<file path="src/rtl/w4823_fir_coef_loader.sv">
// W4823 FIR coefficient loader: byte stream -> 17-bit cin/caddr/cload writes.
// Optional trailing checksum byte when FIR_COEF_CKSUM_EN is defined.
module w4823_fir_coef_loader #(
    parameter int NTAPS = 64,
    parameter int AW    = 6,
    parameter int CW    = 17
) (
    input  logic          clk2,
    input  logic          rst_n,
    input  logic          start,
    input  logic          abort,
    input  logic [7:0]    s_data,
    input  logic          s_valid,
    output logic          s_ready,
    output logic [CW-1:0] cin,
    output logic [AW-1:0] caddr,
    output logic          cload,
    output logic          busy,
    output logic          done,
    output logic          err
);

    typedef enum logic [2:0] {
        IDLE, B0, B1, B2, WR, CK, DONE, ERR
    } state_t;

    localparam logic [AW-1:0] LAST = AW'(NTAPS - 1);

    state_t state, state_nxt;
    logic   xfer;
    logic   last;
    logic   go;

    assign xfer = s_valid & s_ready;
    assign last = (caddr == LAST);
    assign go   = (state == IDLE) & start & ~abort;
    assign busy = (state != IDLE);

`ifdef FIR_COEF_CKSUM_EN
    logic [7:0] sum;
`endif

    always_comb begin
        state_nxt = state;
        s_ready   = 1'b0;
        cload     = 1'b0;
        done      = 1'b0;
        unique case (state)
            IDLE: if (go) state_nxt = B0;
            B0: begin
                s_ready = 1'b1;
                if (xfer) state_nxt = B1;
            end
            B1: begin
                s_ready = 1'b1;
                if (xfer) state_nxt = B2;
            end
            B2: begin
                s_ready = 1'b1;
                if (xfer) state_nxt = (s_data[7:1] != 7'd0) ? ERR : WR;
            end
            WR: begin
                cload = 1'b1;
`ifdef FIR_COEF_CKSUM_EN
                state_nxt = last ? CK : B0;
`else
                state_nxt = last ? DONE : B0;
`endif
            end
            CK: begin
`ifdef FIR_COEF_CKSUM_EN
                s_ready = 1'b1;
                if (xfer) state_nxt = (s_data == sum) ? DONE : ERR;
`else
                state_nxt = IDLE;
`endif
            end
            DONE: begin
                done      = 1'b1;
                state_nxt = IDLE;
            end
            ERR: begin
                done      = 1'b1;
                state_nxt = IDLE;
            end
        endcase
        // A write already strobed in WR stands; abort only suppresses done.
        if (abort && state != IDLE) begin
            state_nxt = IDLE;
            done      = 1'b0;
        end
    end

    always_ff @(posedge clk2 or negedge rst_n) begin
        if (!rst_n) state <= IDLE;
        else        state <= state_nxt;
    end

    always_ff @(posedge clk2 or negedge rst_n) begin
        if (!rst_n) begin
            cin   <= '0;
            caddr <= '0;
            err   <= 1'b0;
        end else begin
            if (go) begin
                caddr <= '0;
                err   <= 1'b0;
            end
            if (xfer && state == B0) cin[7:0]  <= s_data;
            if (xfer && state == B1) cin[15:8] <= s_data;
            if (xfer && state == B2) cin[16]   <= s_data[0];
            if (state == WR && !last && !abort) caddr <= caddr + 1'b1;
            if (state == ERR && !abort) err <= 1'b1;
        end
    end

`ifdef FIR_COEF_CKSUM_EN
    always_ff @(posedge clk2 or negedge rst_n) begin
        if (!rst_n) begin
            sum <= 8'd0;
        end else if (go) begin
            sum <= 8'd0;
        end else if (xfer && (state == B0 || state == B1 || state == B2)) begin
            sum <= sum + s_data;
        end
    end
`endif

endmodule

</file>
<file path="config.mk">
export PLATFORM = sky130hd
export DESIGN_NAME = w4823_fir_coef_loader
export DESIGN_NICKNAME = d
export VERILOG_FILES = /design/src/rtl/w4823_fir_coef_loader.sv
export SDC_FILE = /design/constraint.sdc
export NUM_CORES = 1
export LEC_CHECK = 0
export CORE_MARGIN = 2
export CORE_UTILIZATION = 45
export DETAILED_ROUTE_END_ITERATION = 7
export GPL_TIMING_DRIVEN = 1
export HOLD_SLACK_MARGIN = 0.06
export PLACE_DENSITY = 0.78
export SETUP_SLACK_MARGIN = 0.05
export SYNTH_ARGS = -nofsm -noshare
export SYNTH_HDL_FRONTEND = slang
export SYNTH_SLANG_ARGS = --single-unit
</file>
<file path="constraint.sdc">
create_clock -name clk2 -period 2 [get_ports clk2]
set_input_delay 0.3 -clock clk2 [delete_from_list [all_inputs] [get_ports clk2]]
set_output_delay 0.3 -clock clk2 [all_outputs]
set_load 0.01 [all_outputs]
</file>
Yosys cells after proc, flatten, opt, wreduce, memory -nomap -nowiden. Index checks and enable logic that the tools add are counted.

Bits in writable memories: 0. Bits in registers: 27. Bits of input ports: 13. Memories kept: 0. Bits in latches: 0. Memory bits (read-only): 0.

Order comparisons: 0. Add/subtract/negate cells: 1. Equal/unequal tests: 12. Reduce and logical (&&, ||, !) cells: 18. Bitwise operators: 4. Mux-type cells: 16. $mul: 0. Shifts and indexed selects: 0. Div/mod/pow operators: 0.

Operators with widths (count): two-way mux 3 bit (6); case mux 3 bit (6 select lines) (1); equality test 3 bit, second input constant (4); two-way mux 6 bit (2); inequality test 3 bit, second input constant (3); logical AND 1 bit (7); nonzero test 7 bit (1); adder 6 x 1 -> 6 bit, second input constant (1); equality test 3 x 2 -> 1 bit, second input constant (2); equality test 6 bit, second input constant (1); two-way mux 1 bit (6); OR reduction 3 bit (2); AND reduction 4 bit (1); nonzero test 2 bit (2); bitwise AND 1 bit (3); equality test 3 x 1 -> 1 bit, second input constant (1); logical NOT 3 bit (1); inequality test 3 x 2 -> 1 bit, second input constant (1); nonzero test 3 bit (1); logical NOT 1 bit (2); two-way mux 2 bit (1); OR reduction 2 bit (1); inverter 1 bit (1).

Logic depth before layout (Yosys ltp). Gate-level depths: netlist of the first run.

Depth in word-level cells: 7. Mapped depth: 5. Gate-level depth less buffers: 5.

Worst setup path after synthesis of the first run. No wires, ideal clock.

Path type: flip-flop to flip-flop. Start: register caddr[0]. End: register caddr[5]. Setup time: 0.076 ns. Data required time: 1.924 ns. Path buffers: 0. Data arrival time: 1.420 ns. Stages on the path, launching flop included: 6. Path slack: 0.504 ns. Cells stage by stage: dfrtp_1 ha_1 nand3_1 o211ai_2 or3_1 o21ai_1.

Longest elaborated chain between the ends: 5.

Ends and longest elaborated chain: start: declaration (RTL line 16) `output logic [AW-1:0] caddr,`; start signal: assignment (RTL line 112) `if (state == WR && !last && !abort) caddr <= caddr + 1'b1;`; branches (longest 5 deep; another with adder 6 x 1 -> 6 bit).

Parallel ways; which one is timed is not known. A chain may end at the register's enable or synchronous reset.

Worst setup path after layout of the first run.
Start: register state[2]. End: register cin[8].

Longest elaborated chain between the ends: 5.

Ends and longest elaborated chain: start: declaration (RTL line 29) `state_t state, state_nxt;`; start signal: assignment (RTL line 96) `else state <= state_nxt;`; equality test 3 x 1 -> 1 bit, or another cell as far along (RTL line 48) `unique case (state)`; OR reduction 3 bit (no source line); two-way mux 1 bit (RTL line 48); bitwise AND 1 bit (RTL line 34) `assign xfer = s_valid & s_ready;`; logical AND 1 bit (*) (RTL line 110) `if (xfer && state == B1) cin[15:8] <= s_data;`; end signal: assignment (RTL line 110); end: declaration (RTL line 15) `output logic [CW-1:0] cin,`.

Every way passes the cells marked *; elsewhere a longest branch is shown, timed or not.

==> results.yml, run 1 <==
run_status:
  outcome: "finished clean"
clocking:
  cts_root_buf: "clkbuf_4"
  cts_num_sinks: 27
  clk_latency_ns: 0.34
  clockBufferDepth: 2
  cts_max_level: 1
  ctsHoldBuffers: 0
  cts_tree: "built"
  path_clk_slew_ns: 0.15
  numCtsBuffers: 3
die:
  start_util_pct: 47.3
  dieArea_um2: 3320
  fp.dieH_um: 57.6
  core-area_um2: 2730
  pin_count: 41
  rows: 19
  die_x_um: 57.6
global_routing:
  overflow: 0
  grt_start_max_net_pins: 28
  grt_pass1_wl_um: 4950
  grt_util_all_layers_pct: 19.1
  antenna_found_initial: 0
  grt_pass1_vias: 1088
power_and_ir_drop:
  power_leakage_nw: 0.860
  ir_drop_uv: 797
  power_density_nw_per_um2: 792
setup_path:
  rr_startpoint: "state[2]"
  startpoint_type: "flop"
  worstPathArrival_ns: 2.05
  cp-end-kind: "flop"
  critPathLaunch: "state[2]"
  crit_required_ns: 2.24
  crit_type: "reg -> reg"
  crit_fanout: 8
cells_and_area:
  instances_no_fill: 191
  post-route-util_pct: 67.4
  area_growth_pct: 42.5
  fill_cells: 209
  nets: 175
  final_cell_mix: "37 x clkdlybuf4s50_1, 26 x dfrtp_1, 12 x buf_4"
  drive_above_1_share_pct: 20.6
  n_antenna_cell: 0
  mostFrequentLayoutCell: "clkdlybuf4s50_1"
timing:
  rsz0062_at_grt: "false"
  timing.final.crit_share_pct: 90.7
  worst_pin_slew_ns: 0.344
  finalSetupViolCount: 0
  hold_violations: 0
  clock.fmax_ghz: 0.551
  slew_headroom_pct: 77.1
  setup_tns_ns: 0
  fin_crit_ns: 1.81
  drv_slew: 0
  skew_ns: 0.00603
run:
  max_cap_viol_count: 0
logic_synthesis:
  avgSynthCellArea_um2: 12.0
  synth_cell_types: 40
  synth_nets: 122
  yosysWarnings: 0
  yosysSeqAreaShare_pct: 52.2
  synthesis.instances: 108
  synth.ff_latch_count: 27
  syn_area_um2: 1290
placed_design:
  dp_hpwl_um: 2150
  dp.cells: 184
  port_buffers: 40
  routabilityCongestion: 0.847
drt:
  drc: 0
  wirelength_um: 2930
  drt_first_pass_iters: 4
  vias_per_cell: 5.48
  vias: 1047
  drt_iter0_markers: 24
  wl_per_cell_um: 15.3
  final_antenna_net_count: 0
hold_path:
  hold_class: "in -> async"
where the power goes:
group	switching [mW]	internal, mW
clock	0.176	0.0768
sequential	0.0593	0.650
combinational	0.188	0.309
total	0.423	1.04
cell families (layout without fill, tap and decap cells):
kind of cell             count (synthesis)  count (layout)  synth area share [%]
buffers and inverters                    6              58                  2.22
adder cells (fa/ha/maj)                  1               1                 0.967
flip-flops                              27              27                  52.2
AO/OA/AOI/OAI                           22              22                  12.2
AND/OR/NAND/NOR                         32              32                  15.3
XOR/XNOR                                 1               1                 0.677
multiplexers                            19              19                  16.4
worst paths after layout:
| check | to | slack, ns | cells past startpoint |
|---|---|---|---|
| min in group clk2 | cin[9] | 0.51 | 1 |
| max in group asynchronous | state[2] | 1.42 | 2 |
| setup / recovery | cin[8] | 0.19 | 6 |
| hold / removal | caddr[4] | 0.30 | 2 |
| hold reg to reg | cin[9] | 0.51 | 1 |
| setup reg to reg | cin[8] | 0.19 | 6 |
worst max-delay path, stage by stage, from the launching register on:
cell,delay [ns]
dfrtp_2,0.45
buf_4,0.15
buf_4,0.16
and2b_1,0.26
and3b_1,0.21
buf_4,0.16
mux2_1,0.33
state kept, by name, summed over array words and instances, names as in the netlist:
signal,count
state,3
caddr,6
cin,17
err,1
final cells by class:
cell class              count  area (um^2)  share of cell area, %
flip-flops and latches     27          677                   36.7
clock inverters             1         7.51                  0.407
well taps                  31         38.8                   2.10
multi-input cells          75          592                   32.1
repair buffers             52          498                   27.0
clock buffers               3         22.5                   1.22
inverters                   2         7.51                  0.407
timing repair:
item,CTS,global route
buffers inserted,3,0
setup endpoints to repair,3,3
gates resized for setup,2,3
Yosys cell counts (all sizes together):
library cell / number / share of area, %
mux2: 18 / 16
nor2: 5 / 1.5
and3b: 1 / 0.68
o21a: 1 / 0.58
o32ai: 1 / 0.68
or2: 1 / 0.48
ha: 1 / 0.97
xor2: 1 / 0.68
a2bb2oi: 1 / 0.68
o21ai: 5 / 1.9
o21bai: 1 / 0.58
buf: 3 / 1.4
a211oi: 2 / 1.2
a21o: 1 / 0.58
inv: 2 / 0.58
mux2i: 1 / 0.77
a31oi: 1 / 0.48
nor4b: 1 / 0.68
and2b: 1 / 0.58
clkbuf: 1 / 0.29
or3: 2 / 0.97
a21oi: 4 / 1.5
dfrtp: 27 / 52
nor4: 1 / 0.48
nand2: 7 / 2.0
nand3: 4 / 1.5
o31ai: 1 / 0.58
nand4b: 1 / 0.68
and3: 3 / 1.5
nor3b: 2 / 2.0
nand2b: 1 / 0.48
o211ai: 2 / 1.9
and2: 1 / 0.48
o211a: 1 / 0.77
nor3: 1 / 1.3
a22o: 1 / 0.68
through the flow:
step                power (mW)  worst slack [ns]  area [um^2]  hold WS (ns)
finish                    1.46             0.186         1840         0.303
global route              1.53             0.112         1840         0.334
CTS                       1.46            0.0616         1840         0.316
detailed placement        1.22             0.196         1780         0.484
global placement          1.20             0.222         1780         0.470
floorplan                0.909             0.504         1290       0.00441
routing by layer:
metal	vias up	global-route usage, %	routed length, um	part of all wire, %
li1	505	-	-	-
met1	498	23.6	1280	44
met2	42	33.9	1390	47
met3	2	4.24	234	8.0
met4	0	4.98	25	0.85
met5	-	0	0	0
(Power assumes the default switching activity.)
==> inputs of run 2 (changes only) <==
--- a/config.mk
+++ b/config.mk
@@ -6,11 +6,11 @@
 export NUM_CORES = 1
 export LEC_CHECK = 0
 export CORE_MARGIN = 2
-export CORE_UTILIZATION = 45
+export CORE_UTILIZATION = 41
 export DETAILED_ROUTE_END_ITERATION = 7
 export GPL_TIMING_DRIVEN = 1
 export HOLD_SLACK_MARGIN = 0.06
-export PLACE_DENSITY = 0.78
+export PLACE_DENSITY = 0.75
 export SETUP_SLACK_MARGIN = 0.05
 export SYNTH_ARGS = -nofsm -noshare
 export SYNTH_HDL_FRONTEND = slang
==> constraint.sdc (replaced) <==
create_clock -name clk2 -period 1.6 [get_ports clk2]
set_input_delay 0.24 -clock clk2 [delete_from_list [all_inputs] [get_ports clk2]]
set_output_delay 0.24 -clock clk2 [all_outputs]
set_load 0.01 [all_outputs]
==> run 2 against run 1 <==
- the flow now finishes with violations (negative setup slack)
- clock skew increased by 0.010 ns
- sequential cell count unchanged
- cell count increased by 18%
- critical endpoint is now cin[10]
==> results.yml, run 2 (synthesis results as in run 1) <==
die:
  core-area_um2: 3030
  fp.dieH_um: 60.2
  pin_count: 41
  start_util_pct: 42.7
  rows: 20
  dieArea_um2: 3620
  die_x_um: 60.2
cells_and_area:
  post-route-util_pct: 71.8
  drive_above_1_share_pct: 42.3
  area_growth_pct: 68.1
  final_cell_mix: "32 x clkdlybuf4s50_1, 25 x dfrtp_1, 23 x buf_4"
  instances_no_fill: 226
  mostFrequentLayoutCell: "clkdlybuf4s50_1"
  regMostFlops: "cin"
  largest_registers: "cin x17, caddr x6, state x3"
  n_antenna_cell: 0
  regArea_um2: 678
  fill_cells: 209
  largest_reg_flops: 17
  multi_input_area_um2: 706
  nets: 197
timing:
  timing.final.crit_share_pct: 103
  finalSetupViolCount: 9
  hold_violations: 0
  worst_pin_slew_ns: 0.346
  hold_slack_ns: 0.248
  rsz0062_at_grt: "true"
  setup_ws_ns: -0.0409
  clock.fmax_ghz: 0.609
  drv_slew: 0
  slew_headroom_pct: 76.9
  fin_crit_ns: 1.64
  skew_ns: 0.0162
placed_design:
  post-place-ws_ns: -0.120
  routabilityCongestion: 0.827
  dp.cells: 204
  port_buffers: 40
  dp_hpwl_um: 2180
setup_path:
  worstPathArrival_ns: 1.86
  worst_path_dominant_cell_family: "flip-flops"
  r2r_cells: 6
  crit_fanout: 8
  crit_required_ns: 1.82
  worst-path-buf-inv: 3
  slowest_stage: "dfrtp_2"
  cp_cell_sequence: "buf_4 > buf_6 > and2b_1 > and3b_2 > buf_12 > mux2_4"
  crit_cells: 6
  crit_type: "reg -> reg"
  startpoint_type: "flop"
  slowest_delay_ns: 0.46
  cp-end-kind: "flop"
run:
  max_cap_viol_count: 0
run_status:
  violations: "negative setup slack"
  outcome: "finished, violations left"
drt:
  drt_first_pass_iters: 4
  vias: 1161
  drt_iter0_markers: 18
  wl_per_cell_um: 15.1
  drc: 0
  final_antenna_net_count: 0
  wirelength_um: 3400
  vias_per_cell: 5.14
global_routing:
  overflow: 0
  grt_start_max_net_pins: 28
  antenna_found_initial: 0
  grt_pass1_vias: 1215
  grt_util_all_layers_pct: 19.7
  grt_pass1_wl_um: 5330
clocking:
  clockBufferDepth: 2
  cts_num_sinks: 27
  numCtsBuffers: 3
  cts_root_buf: "clkbuf_4"
  cts_max_level: 1
  cts_tree: "built"
  path_clk_slew_ns: 0.16
  ctsHoldBuffers: 0
  clk_latency_ns: 0.33
power_and_ir_drop:
  power_leakage_nw: 1.04
  power_density_nw_per_um2: 907
  ir_drop_uv: 766
hold_path:
  hold_class: "in -> async"
[run 2: changes by cell type in the layout (fill, tap and decap cells not counted), moves of 2 or more]
cell / delta
clkdlybuf4s50_1: -5
buf_12: +2
o21ai_0: -2
buf_4: +11
buf_6: +9
dlygate4sd2_1: +3
mux2_2: -8
clkbuf_2: +2
mux2_4: +16
o21ai_2: +2
mux2_1: -8
[run 2: timing repair]
action / in CTS / in global routing
pin swaps: 3 / 4
setup endpoints to repair: 25 / 30
gates resized for setup: 30 / 26
buffers inserted: 14 / 4
[run 2: final cells by class]
| cell class | instances | share of cell area [%] |
|---|---|---|
| multi-input cells | 75 | 32.5 |
| repair buffers | 74 | 32.2 |
| flip-flops and latches | 27 | 31.2 |
| well taps | 44 | 2.53 |
| clock buffers | 3 | 1.04 |
| inverters | 2 | 0.345 |
| clock inverters | 1 | 0.230 |
[run 2: metrics by stage]
stage	instance area [um^2]	power [mW]	setup TNS, ns
2_1_floorplan	1290	1.14	0
3_3_place_gp	1870	1.52	-0.558
3_5_place_dp	1870	1.54	-0.903
4_1_cts	2070	1.90	-0.131
5_1_grt	2170	2.07	-0.614
6_report	2170	1.97	-0.246
[run 2: final timing paths]
check                               from       end  slack, ns
worst max register to register  state[1]   cin[10]      -0.04
max in group asynchronous          rst_n  state[1]       1.05
min in group clk2                 cin[4]    cin[4]       0.53
worst max-delay path            state[1]   cin[10]      -0.04
worst min register to register    cin[4]    cin[4]       0.53
worst min-delay path               rst_n   cin[14]       0.25
[run 2: power by group]
group | switching, mW | total [mW] | internal (mW)
Sequential | 0.0747 | 0.888 | 0.813
Combinational | 0.268 | 0.777 | 0.509
Clock | 0.212 | 0.306 | 0.0937
[run 2: layer usage]
metal  global-route usage (%)  routed length [um]  up-vias  share of wire [%]
met5                        0                   0        -                  0
met4                     8.25                  58        0                1.7
met3                     4.11                 190        6                5.6
met2                     31.4                1710       33                 50
met1                     26.1                1450      578                 42
li1                         -                   -      544                  -
